### src/rtl/xadc_sched_pkg.sv
// xadc_sched_pkg: shared FSM states, DRP widths and default XADC aux channel addresses.
package xadc_sched_pkg;
    typedef enum logic [1:0] {IDLE, ISSUE, WAIT} state_t;
    localparam int DRP_ADDR_W = 7;
    localparam int DRP_DATA_W = 16;
    localparam logic [DRP_ADDR_W-1:0] VAUX15 = 7'h1f;
    localparam logic [DRP_ADDR_W-1:0] VAUX14 = 7'h1e;
    localparam logic [DRP_ADDR_W-1:0] VAUX7 = 7'h17;
    localparam logic [DRP_ADDR_W-1:0] VAUX6 = 7'h16;
endpackage

### src/rtl/xadc_sched_avg.sv
// xadc_sched_avg: per-slot accumulators; emits the truncated mean of every 2^AVG_POW reads of a slot.
module xadc_sched_avg
    import xadc_sched_pkg::*;
#(
    parameter int NUM_CH = 4,
    parameter int AVG_POW = 4,
    parameter int CH_W = 2
) (
    input  logic                  clk,
    input  logic                  reset,
    input  logic                  rd_valid,
    input  logic [CH_W-1:0]       rd_slot,
    input  logic [DRP_DATA_W-1:0] rd_data,
    output logic                  out_valid,
    output logic [DRP_DATA_W-1:0] out_data
);
    localparam int ACC_W = DRP_DATA_W + AVG_POW;
    logic [ACC_W-1:0] acc [NUM_CH];
    logic [AVG_POW-1:0] cnt [NUM_CH];
    logic [ACC_W-1:0] sum;
    assign sum = acc[rd_slot] + ACC_W'(rd_data);
    assign out_valid = rd_valid && &cnt[rd_slot];
    assign out_data = sum[AVG_POW +: DRP_DATA_W];
    always_ff @(posedge clk) begin
        if (!reset) begin
            for (int i = 0; i < NUM_CH; i++) begin
                acc[i] <= '0;
                cnt[i] <= '0;
            end
        end else if (rd_valid) begin
            acc[rd_slot] <= out_valid ? '0 : sum;
            cnt[rd_slot] <= cnt[rd_slot] + AVG_POW'(1);
        end
    end
endmodule

### src/rtl/xadc_drp_scheduler.sv
// xadc_drp_scheduler: on each XADC eoc, reads every enabled aux channel over DRP in slot order.
// Define XADC_SCHED_AVG_EN to emit 2^AVG_POW-sample averages per slot instead of raw reads.
module xadc_drp_scheduler
    import xadc_sched_pkg::*;
#(
    parameter int NUM_CH = 4,
    parameter logic [NUM_CH*DRP_ADDR_W-1:0] CH_ADDRS = {VAUX15, VAUX14, VAUX7, VAUX6},
    parameter int TIMEOUT_CYC = 64,
    parameter int AVG_POW = 4,
    localparam int CH_W = NUM_CH > 1 ? $clog2(NUM_CH) : 1
) (
    input  logic                  clk,
    input  logic                  reset,
    input  logic                  eoc_in,
    input  logic [NUM_CH-1:0]     ch_enable,
    input  logic                  err_clr,
    output logic                  den_out,
    output logic                  dwe_out,
    output logic [DRP_ADDR_W-1:0] daddr_out,
    input  logic                  drdy_in,
    input  logic [DRP_DATA_W-1:0] do_in,
    output logic                  sample_valid,
    output logic [DRP_DATA_W-1:0] sample_data,
    output logic [CH_W-1:0]       sample_ch,
    output logic                  busy,
    output logic                  timeout_err,
    output logic                  overrun_err
);
    localparam int TW = $clog2(TIMEOUT_CYC + 1);
    if (NUM_CH < 1 || NUM_CH > 8 || TIMEOUT_CYC < 2 || AVG_POW < 1) begin : g_bad_param
        $error("xadc_drp_scheduler: parameter out of range");
    end
    state_t state, state_n;
    logic eoc_q, eoc_edge, pending, start, rd_done, expire, emit;
    logic [NUM_CH-1:0] scan_mask;
    logic [CH_W-1:0] slot, slot_n, first_slot, next_slot;
    logic first_ok, next_ok;
    logic [TW-1:0] timer;
    logic [DRP_DATA_W-1:0] emit_data;
    assign dwe_out = 1'b0;
    assign eoc_edge = eoc_in & ~eoc_q;
    assign start = state == IDLE && (eoc_edge || pending);
    assign rd_done = state == WAIT && drdy_in;
    // Abandon the read on the cycle the timer would count down to zero, so ISSUE-to-ISSUE spans TIMEOUT_CYC.
    assign expire = state == WAIT && !drdy_in && timer == TW'(1);
`ifdef XADC_SCHED_AVG_EN
    xadc_sched_avg #(.NUM_CH(NUM_CH), .AVG_POW(AVG_POW), .CH_W(CH_W)) u_avg (
        .clk(clk), .reset(reset), .rd_valid(rd_done), .rd_slot(slot), .rd_data(do_in),
        .out_valid(emit), .out_data(emit_data)
    );
`else
    assign emit = rd_done;
    assign emit_data = do_in;
`endif
    always_comb begin
        first_slot = '0;
        first_ok = 1'b0;
        next_slot = '0;
        next_ok = 1'b0;
        for (int i = NUM_CH - 1; i >= 0; i--) begin
            if (ch_enable[i]) begin
                first_slot = CH_W'(i);
                first_ok = 1'b1;
            end
            if (scan_mask[i] && i > int'(slot)) begin
                next_slot = CH_W'(i);
                next_ok = 1'b1;
            end
        end
    end
    always_comb begin
        state_n = state;
        slot_n = slot;
        case (state)
            IDLE: if (start && first_ok) begin
                state_n = ISSUE;
                slot_n = first_slot;
            end
            ISSUE: state_n = WAIT;
            WAIT: if (rd_done || expire) begin
                state_n = next_ok ? ISSUE : IDLE;
                slot_n = next_ok ? next_slot : slot;
            end
            default: state_n = IDLE;
        endcase
    end
    always_ff @(posedge clk) begin
        if (!reset) begin
            state <= IDLE;
            slot <= '0;
            eoc_q <= 1'b0;
            scan_mask <= '0;
            pending <= 1'b0;
            timer <= '0;
            den_out <= 1'b0;
            daddr_out <= '0;
            busy <= 1'b0;
            sample_valid <= 1'b0;
            sample_data <= '0;
            sample_ch <= '0;
            timeout_err <= 1'b0;
            overrun_err <= 1'b0;
        end else begin
            state <= state_n;
            slot <= slot_n;
            eoc_q <= eoc_in;
            scan_mask <= start ? ch_enable : scan_mask;
            pending <= start ? 1'b0 : (eoc_edge && state != IDLE) ? 1'b1 : pending;
            timer <= state == ISSUE ? TW'(TIMEOUT_CYC - 1) : state == WAIT ? timer - TW'(1) : timer;
            den_out <= state_n == ISSUE;
            daddr_out <= state_n == ISSUE ? CH_ADDRS[int'(slot_n) * DRP_ADDR_W +: DRP_ADDR_W] : daddr_out;
            busy <= state_n != IDLE;
            sample_valid <= emit;
            sample_data <= emit ? emit_data : sample_data;
            sample_ch <= emit ? slot : sample_ch;
            timeout_err <= expire ? 1'b1 : err_clr ? 1'b0 : timeout_err;
            overrun_err <= (eoc_edge && state != IDLE && pending) ? 1'b1 : err_clr ? 1'b0 : overrun_err;
        end
    end
endmodule

### config.mk
export PLATFORM = sky130hd
export DESIGN_NAME = xadc_drp_scheduler
export DESIGN_NICKNAME = d
export VERILOG_FILES = /design/src/rtl/xadc_sched_pkg.sv /design/src/rtl/xadc_sched_avg.sv /design/src/rtl/xadc_drp_scheduler.sv
export SDC_FILE = /design/constraint.sdc
export NUM_CORES = 1
export LEC_CHECK = 0
export ABC_AREA = 1
export CORE_ASPECT_RATIO = 0.75
export CORE_MARGIN = 2
export CORE_UTILIZATION = 42
export DETAILED_ROUTE_END_ITERATION = 8
export GPL_ROUTABILITY_DRIVEN = 0
export PLACE_DENSITY = 0.75
export RECOVER_POWER = 100
export REMOVE_ABC_BUFFERS = 1
export SETUP_SLACK_MARGIN = 0.2
export SLEW_MARGIN = 20
export SYNTH_ARGS = -nofsm -noshare
export SYNTH_HDL_FRONTEND = slang
export SYNTH_SLANG_ARGS = --single-unit
### constraint.sdc
create_clock -name clk -period 1.4 [get_ports clk]
set_clock_uncertainty 0.05 [all_clocks]
set_input_delay 0.42 -clock clk [delete_from_list [all_inputs] [get_ports clk]]
set_output_delay 0.42 -clock clk [all_outputs]
set_load 0.01 [all_outputs]
==> results, run 1 <==
- Data arrives at the worst endpoint at 1.70 ns.
- The dominant cell type by area after synthesis is sky130_fd_sc_hd__dfxtp_1.
- The number of antenna violations at the first check in global routing is 0.
- The residual antenna-violating net count after detailed routing is 0.
- The worst-case setup margin in the final layout is -0.155 ns.
- Of the synthesized area, sequential elements account for 44.6%.
- The cell area that synthesis handed to floorplanning was 1890 um2.
- Summed over all nets, the half-perimeter wirelength after detailed placement is 3240 um.
- Timing would allow up to 643 MHz.
- The number of hold violations in the final report is 0.
- The area enclosed by the die boundary is 5050 um2.
- The global-route usage over all layers is 19.7%.
- Before antenna repair, the detailed router went through 4 iterations.
- The worst hold path belongs to the class in2reg.
- The total buffers and inverters traversed by the critical path is 2.
- The mean area per synthesized cell is 7.20 um2.
- The routed via count divided by cell count is 4.84.
- Summed over its instances, the top area cell type makes up 44.6% of the synthesized netlist area.
- The clock reaches the later pin of the worst-skew pair after 0.30 ns.
- The routed length per instance is 13.7 um.
- The flow ran to the end, but the final reports show violations.
- The via count of the first global-routing pass is 1,678.
- The type of origin of the critical path is an input port.
- The clock tree from TritonCTS is built.
- The total count of max-transition violations in the final report is 0.
- Counting flops and latches in the post-synthesis netlist gives 42.
- The maximum clock insertion buffer count is 2.
- The total placed cells including tap cells is 389.
- The largest individual stage delay along the critical path comes from the cell sky130_fd_sc_hd__dlygate4sd2_1.
- The share of the clock period used by the worst path after layout is 111%.
- The final reports fail on setup timing.
- The count of unresolved DRC violations after routing is 0.
- In this run the static leakage power is 1.51 nW.
- The final count of negative-setup-slack endpoints is 10.
- Setup slack on the worst reg-to-reg path comes out at -0.16 ns.
- The first global-routing pass estimated 7420 um of wire.
- Before CTS, the worst setup slack after placement is -0.565 ns.
- After clock tree synthesis, the clock-pin slew on the worst setup and hold paths is 0.08 ns.
- Cells fill 74.8% of the core in the end.
- CTS built an H-tree with a depth of 2.
- The antenna diode count is 0.
- The post-place instance area is 2610 um2.
- The critical path's top delay family is simple AND/OR/NAND/NOR gates.
- The worst setup path is captured at a register.
- Pin placement for this block handled 56 I/O pins.
- The core region is 4390 um2.
- The design area is 3280 um2.
- The count of cells in the finished layout, fillers not included, comes to 416.
- The number of different library cells in the post-synthesis netlist is 28.
- The die width is 81.4 um.
- The number of buffer cells added on primary ports is 52.
- Cells with a size suffix above 1 make up 51.8% of the layout.
- Fill cells in the final layout number 299.
- The area overhead of the layout relative to synthesis is 74.1%.
- For this block, the routed nets add up to 5680 um of wire.
- Entering global routing, the biggest net connects 18 pins.
- Max-cap violations in this run came to 0.
- The cell chosen for the clock root is sky130_fd_sc_hd__clkbuf_8.
- The number of clock sinks seen by CTS is 42.
- The total CTS buffers is 5.
- The total number of yosys warnings is 0.
- Walking the worst path, the cells encountered are dlygate4sd2_1 -> inv_1 -> nand2_1 -> nor2_1 -> nand2_1 -> nand2_2 -> a21oi_2 -> nand2_2 -> nand3_4 -> nor2_4 -> nor2_2.
- The overall die height is 62.0 um.
- The data required time at the worst endpoint is 1.55 ns.
- The placement row count is 21.
- The cell area power density is 1450 nW/um2.
- In this run the worst path has a maximum fanout of 4.
- In this run, the number of DRC markers left after iteration 0 of detailed routing was 78.
- By area the synthesized netlist is led by sky130_fd_sc_hd__dfxtp_1, sky130_fd_sc_hd__nor2_1, sky130_fd_sc_hd__nand2_1.
- The worst-case IR drop observed on VDD is 0.859 mV.
- The initial utilization of the core area, before any placement, comes to 43.0%.
- Setup repair after global routing could not meet its margin everywhere.
- The kind of critical path is in2reg.
- The biggest cell delay along the critical path is 0.28 ns.
- After layout, the minimum clock period comes to 1.56 ns.
- The via count of the routed design is 2,014.
- After the last flow step, the layout net total stands at 389.
- The global-route congestion overflow total is 0.
- Synthesis handed over a netlist of 262 instances.
## cells in the final DEF, fill, tap and decap left out, drive strengths merged, types with 2 or more instances in the layout
cell,synthesis,layout
dlygate4sd2,0,5
nor2,55,55
clkdlybuf4s50,0,17
nand3,8,8
o21ai,30,30
inv,35,35
nand4,2,2
a21oi,16,16
buf,8,72
conb,1,3
nand2,49,49
clkbuf,3,7
clkdlybuf4s15,0,3
dfxtp,42,42
ha,6,6
a31oi,2,2
## sequential cells by signal, summed over array words and instances, names as in the netlist, 2 cells and up
name	flops
scan_mask	3
sample_data	16
state	2
sample_ch	2
slot	2
daddr_out	3
timer	7
## report_power, final
group	total (mW)	internal (mW)	switching (mW)
clock network	0.962	0.534	0.427
registers	1.61	1.44	0.176
logic	2.19	1.08	1.11
total	4.77	3.05	1.71
## cells by family (layout without fill, tap and decap cells)
logic type	Yosys count	count (layout)	share of synthesized area (%)
AOI/OAI and AO/OA	50	50	13.8
adders and majority gates	6	6	3.98
buffers and inverters	47	142	11.1
DFF	42	42	44.6
other	1	3	0.199
and+or+nand+nor	116	116	26.3
## routing by layer
metal	vias to the layer above	wire (um)	GRT usage, %
li1	1006	-	-
met1	941	2400	25.9
met2	54	2960	32.7
met3	13	216	4.34
met4	0	102	6.30
met5	-	0	0
## metrics by stage
stage | TNS [ns] | hold slack [ns] | total power, mW
after floorplan | -5.09 | 0.406 | 2.40
after global placement | -10.36 | 0.403 | 3.03
after detailed placement | -11.29 | 0.403 | 3.07
after CTS | -0.363 | 0.423 | 4.39
after global routing | -1.87 | 0.458 | 5.02
final | -0.846 | 0.439 | 4.77
## timing repair
item	CTS	global route
cloned	2	0
pin swaps	28	28
setup buffers	9	8
setup endpoints to repair	67	67
resized for setup	222	64
hold buffers	0	0
endpoints found under the hold margin	0	0
## synthesized netlist by cell type (all sizes together)
master / count
nand3: 8
nor3: 1
conb: 1
a31oi: 2
o211ai: 1
o21ai: 30
nand2: 49
or2: 1
nand4: 2
buf: 8
dfxtp: 42
clkinv: 1
inv: 35
ha: 6
o22ai: 1
nor2: 55
a21oi: 16
clkbuf: 3
## layout make-up
cell class              count  area [um2]  share of cell area, %
multi-input cells         175        1110                   33.9
repair buffers             98         961                   29.3
flip-flops and latches     42         878                   26.8
inverters                  36         153                   4.65
clock buffers               7        76.3                   2.32
well taps                  57        71.3                   2.17
clock inverters             1        30.0                  0.915
## path summary, 6_finish.rpt
| kind | start | end | cells past startpoint |
|---|---|---|---|
| setup / recovery | drdy_in | daddr_out[0] | 11 |
| hold / removal | ch_enable[1] | scan_mask[1] | 3 |
| setup reg to reg | state[0] | daddr_out[0] | 11 |
| hold reg to reg | timeout_err | timeout_err | 2 |
## worst min-delay path: stages
cell,delay [ns]
sky130_fd_sc_hd__clkdlybuf4s15_1,0.19
sky130_fd_sc_hd__o21ai_1,0.07
sky130_fd_sc_hd__nor2_1,0.07
No activity file was read; power rests on OpenSTA's default activity.
==> inputs of run 2 (changes only) <==
--- a/config.mk
+++ b/config.mk
@@ -7,11 +7,11 @@
 export LEC_CHECK = 0
 export ABC_AREA = 1
 export CORE_ASPECT_RATIO = 0.75
-export CORE_MARGIN = 2
-export CORE_UTILIZATION = 42
+export CORE_MARGIN = 4
+export CORE_UTILIZATION = 46
 export DETAILED_ROUTE_END_ITERATION = 8
 export GPL_ROUTABILITY_DRIVEN = 0
-export PLACE_DENSITY = 0.75
+export PLACE_DENSITY = 0.87
 export RECOVER_POWER = 100
 export REMOVE_ABC_BUFFERS = 1
 export SETUP_SLACK_MARGIN = 0.2
==> constraint.sdc (replaced) <==
create_clock -name clk -period 1.7 [get_ports clk]
set_clock_uncertainty 0.05 [all_clocks]
set_input_delay 0.51 -clock clk [delete_from_list [all_inputs] [get_ports clk]]
set_output_delay 0.51 -clock clk [all_outputs]
set_load 0.01 [all_outputs]
==> run 2 against run 1 <==
Effect of this change:
- the run now ends clean
- sequential power fell by 19%
- flip-flop and latch count unchanged
- worst hold slack lost 0.0084 ns
- critical path depth grew 1
- critical path type is now reg2reg
- largest cell class unchanged
- largest power group unchanged
==> results, run 2 (synthesized netlist as in run 1, its figures left out) <==
- In the final timing run, aggregate negative setup slack is 0 ns.
- The largest fanout on the critical path is 4.
- The final-stage net count is 375.
- The analysis attributes to cell leakage a power of 1.29 nW.
- The largest registers in the layout are sample_data (16), timer (7).
- The die covers 5200 um2.
- In this run the critical register-to-register path is launched from state[0].
- The standard cell core area is 3800 um2.
- The first global-routing pass estimated 7720 um of wire.
- The number of maximum-capacitance violations is 0.
- The cell depth of the worst setup path is 12.
- The setup check on the worst reg-to-reg path leaves a slack of 0.13 ns.
- The antenna diode count is 0.
- In this run, post-CTS hold repair placed 0 buffers.
- The count of unresolved DRC violations after routing is 0.
- The critical path's top delay family is simple AND/OR/NAND/NOR gates.
- The terminus of the critical flop-to-flop path is daddr_out[0].
- Counting every sink on the clock net gives 42.
- The first routing iteration left 63 violations.
- The die is 81.9 um wide.
- The placement row count is 19.
- sample_data holds more flip-flops than any other register.
- For this block, the via count after detailed routing is 1,895.
- The worst-case setup margin in the final layout is 0.134 ns.
- The number of antenna violations at the first check in global routing is 0.
- The type of origin of the critical path is a register.
- The routed length per instance is 12.5 um.
- The pin count of the biggest net entering global routing is 24.
- The register with the most flip-flops in the layout has 16 of them.
- The top cell types in the final layout, fill and taps aside, are sky130_fd_sc_hd__nor2_1, sky130_fd_sc_hd__nand2_1, sky130_fd_sc_hd__dfxtp_1, sky130_fd_sc_hd__buf_4, sky130_fd_sc_hd__o21ai_0.
- The worst hold path terminates at timeout_err.
- The biggest cell delay along the critical path is 0.36 ns.
- The layout has 293 filler cells.
- Dividing the detail-routed via count by the number of cells gives 4.77.
- The final cell count without fillers is 397.
- The kind of critical path is reg2reg.
- OpenSTA, run right after detailed placement, puts the worst setup slack at -0.349 ns.
- The global-route congestion overflow total is 0.
- The run finished with clean final reports.
- The overall die height is 63.4 um.
- Setup repair after global routing could not meet its margin everywhere.
- The slowest library cell on the worst path is sky130_fd_sc_hd__dfxtp_4.
- The post-layout utilization of the core is 74.7%.
- The clock latency of the later-clocked register in the worst-skew pair is 0.29 ns.
- The estimated wirelength of the detail-placed design is 3280 um.
- STA puts the critical path data required time at 1.89 ns.
- The share of the clock period used by the worst path after layout is 92.1%.
- Counting stages on the worst path, the most repeated cell is sky130_fd_sc_hd__nand2_1.
- The worst relative slew slack is 66.2%.
- The number of buffer cells added on primary ports is 52.
- Buffers inserted during clock tree synthesis total 5.
- The type of destination of the critical path is a register.
- The H-tree depth is 2.
- The number of hold violations in the final report is 0.
- Counting both buffers and inverters, the worst setup path holds a total of 1.
- The number of placed instances, taps included, is 372.
- Traced cell by cell, the critical path runs through inv_4 -> ha_4 -> nand2_2 -> nor2_2 -> nand2_1 -> nand2_2 -> a21oi_2 -> nand2_1 -> nand3_4 -> nand2_1 -> nand2_1 -> nor2_2.
- The longest clock path from root to sink contains 2 buffers.
- The most common cell after layout, fill and taps aside is sky130_fd_sc_hd__nor2_1.
- Summed over all layers, the routed wires come to 4980 um.
- The cell area power density is 1240 nW/um2.
- Setup violations remaining at the end of the flow were counted as 0.
- The worst hold path passes through 2 cells.
- 56 I/O pins were placed.
- The detailed-router iteration count before antenna repair is 4.
- STA puts the critical path data arrival time at 1.75 ns.
- The global-route usage over all layers is 18.7%.
- The detail route stage leaves a number of antenna-violating nets equal to 0.
- In this run the most critical hold path is launched from timeout_err.
- At the pin with the least slew margin, the transition time is 0.507 ns.
- The total count of max-transition violations in the final report is 0.
- Relative to the synthesized area, the layout overhead comes to 50.8%.
- The worst-case IR drop observed on VDD is 0.748 mV.
- TritonCTS built the clock tree.
- Derived from the worst setup path, the maximum achievable clock frequency is 639 MHz.
- Hold timing on the final database bottoms out at a slack of 0.431 ns.
- The clock-pin transition on the worst setup and hold timing paths is 0.08 ns.
- Of the cells placed in the final design, the portion with a size suffix greater than 1 is 24.1%.
- The via count of the first global-routing pass is 1,753.
- The initial core utilization is 49.6%.
- For the finished layout, the period the worst path requires is 1.57 ns.
- The number of cells on the worst reg-to-reg path is 12.
- The class of the worst hold path is reg2reg.
- The tree is rooted in a sky130_fd_sc_hd__clkbuf_8.
==> run 2: cell count changes in the layout (fill, tap and decap cells not counted), moves of 15 or more <==
cell                              delta
sky130_fd_sc_hd__buf_6              -36
sky130_fd_sc_hd__dfxtp_2            -23
sky130_fd_sc_hd__dfxtp_1            +22
sky130_fd_sc_hd__nor2_1             +16
sky130_fd_sc_hd__clkdlybuf4s25_1    +15
==> run 2: worst max-delay path by stage <==
| stage | start | to |
|---|---|---|
| 4_1_cts | timer[1] | daddr_out[0] |
| 3_5_place_dp | ch_enable[1] | daddr_out[0] |
| 5_1_grt | state[0] | daddr_out[0] |
| 6_report | state[0] | daddr_out[0] |
| 2_1_floorplan | state[0] | sample_ch[0] |
| 3_3_place_gp | ch_enable[1] | daddr_out[3] |
==> run 2: timing repair <==
| action | in CTS | in global routing |
|---|---|---|
| buffers inserted | 13 | 4 |
| endpoints found under the setup margin | 42 | 28 |
| gates cloned | 0 | 0 |
| pin swaps | 20 | 19 |
| resized for setup | 66 | 37 |
==> run 2: final cells by class <==
| type | instances | area (um2) | share of cell area (%) |
|---|---|---|---|
| inverters | 36 | 149 | 5.24 |
| clock buffers | 5 | 68.8 | 2.42 |
| repair buffers | 84 | 723 | 25.4 |
| clock inverters | 3 | 45.0 | 1.58 |
| well taps | 52 | 65.1 | 2.29 |
| flip-flops and latches | 42 | 853 | 30.0 |
| multi-input cells | 175 | 938 | 33.0 |
==> run 2: metal layers <==
metal | track usage (%) | wire, um
met5 | 0 | 0
met4 | 4.36 | 25
met3 | 5.70 | 322
met2 | 31.0 | 2490
met1 | 23.5 | 2140
==> run 2: worst register-to-register path, cell delays in order, from the launching register on <==
cell	delay, ns
sky130_fd_sc_hd__dfxtp_4	0.36
sky130_fd_sc_hd__inv_4	0.07
sky130_fd_sc_hd__ha_4	0.15
sky130_fd_sc_hd__nand2_2	0.05
sky130_fd_sc_hd__nor2_2	0.10
sky130_fd_sc_hd__nand2_1	0.11
sky130_fd_sc_hd__nand2_2	0.10
sky130_fd_sc_hd__a21oi_2	0.06
sky130_fd_sc_hd__nand2_1	0.12
sky130_fd_sc_hd__nand3_4	0.12
sky130_fd_sc_hd__nand2_1	0.09
sky130_fd_sc_hd__nand2_1	0.06
sky130_fd_sc_hd__nor2_2	0.09
==> run 2: stage by stage <==
stage,total power [mW],cell area (um2)
after floorplan,1.97,1820
after global placement,2.40,2530
after detailed placement,2.44,2530
after CTS,3.37,2770
after global routing,3.74,2840
final,3.51,2840
==> run 2: power by group <==
| group | total (mW) | leakage (nW) | internal, mW | switching [mW] |
|---|---|---|---|---|
| combinational | 1.42 | 0.897 | 0.656 | 0.765 |
| sequential | 1.30 | 0.345 | 1.17 | 0.125 |
| clock | 0.793 | 0.0504 | 0.437 | 0.356 |
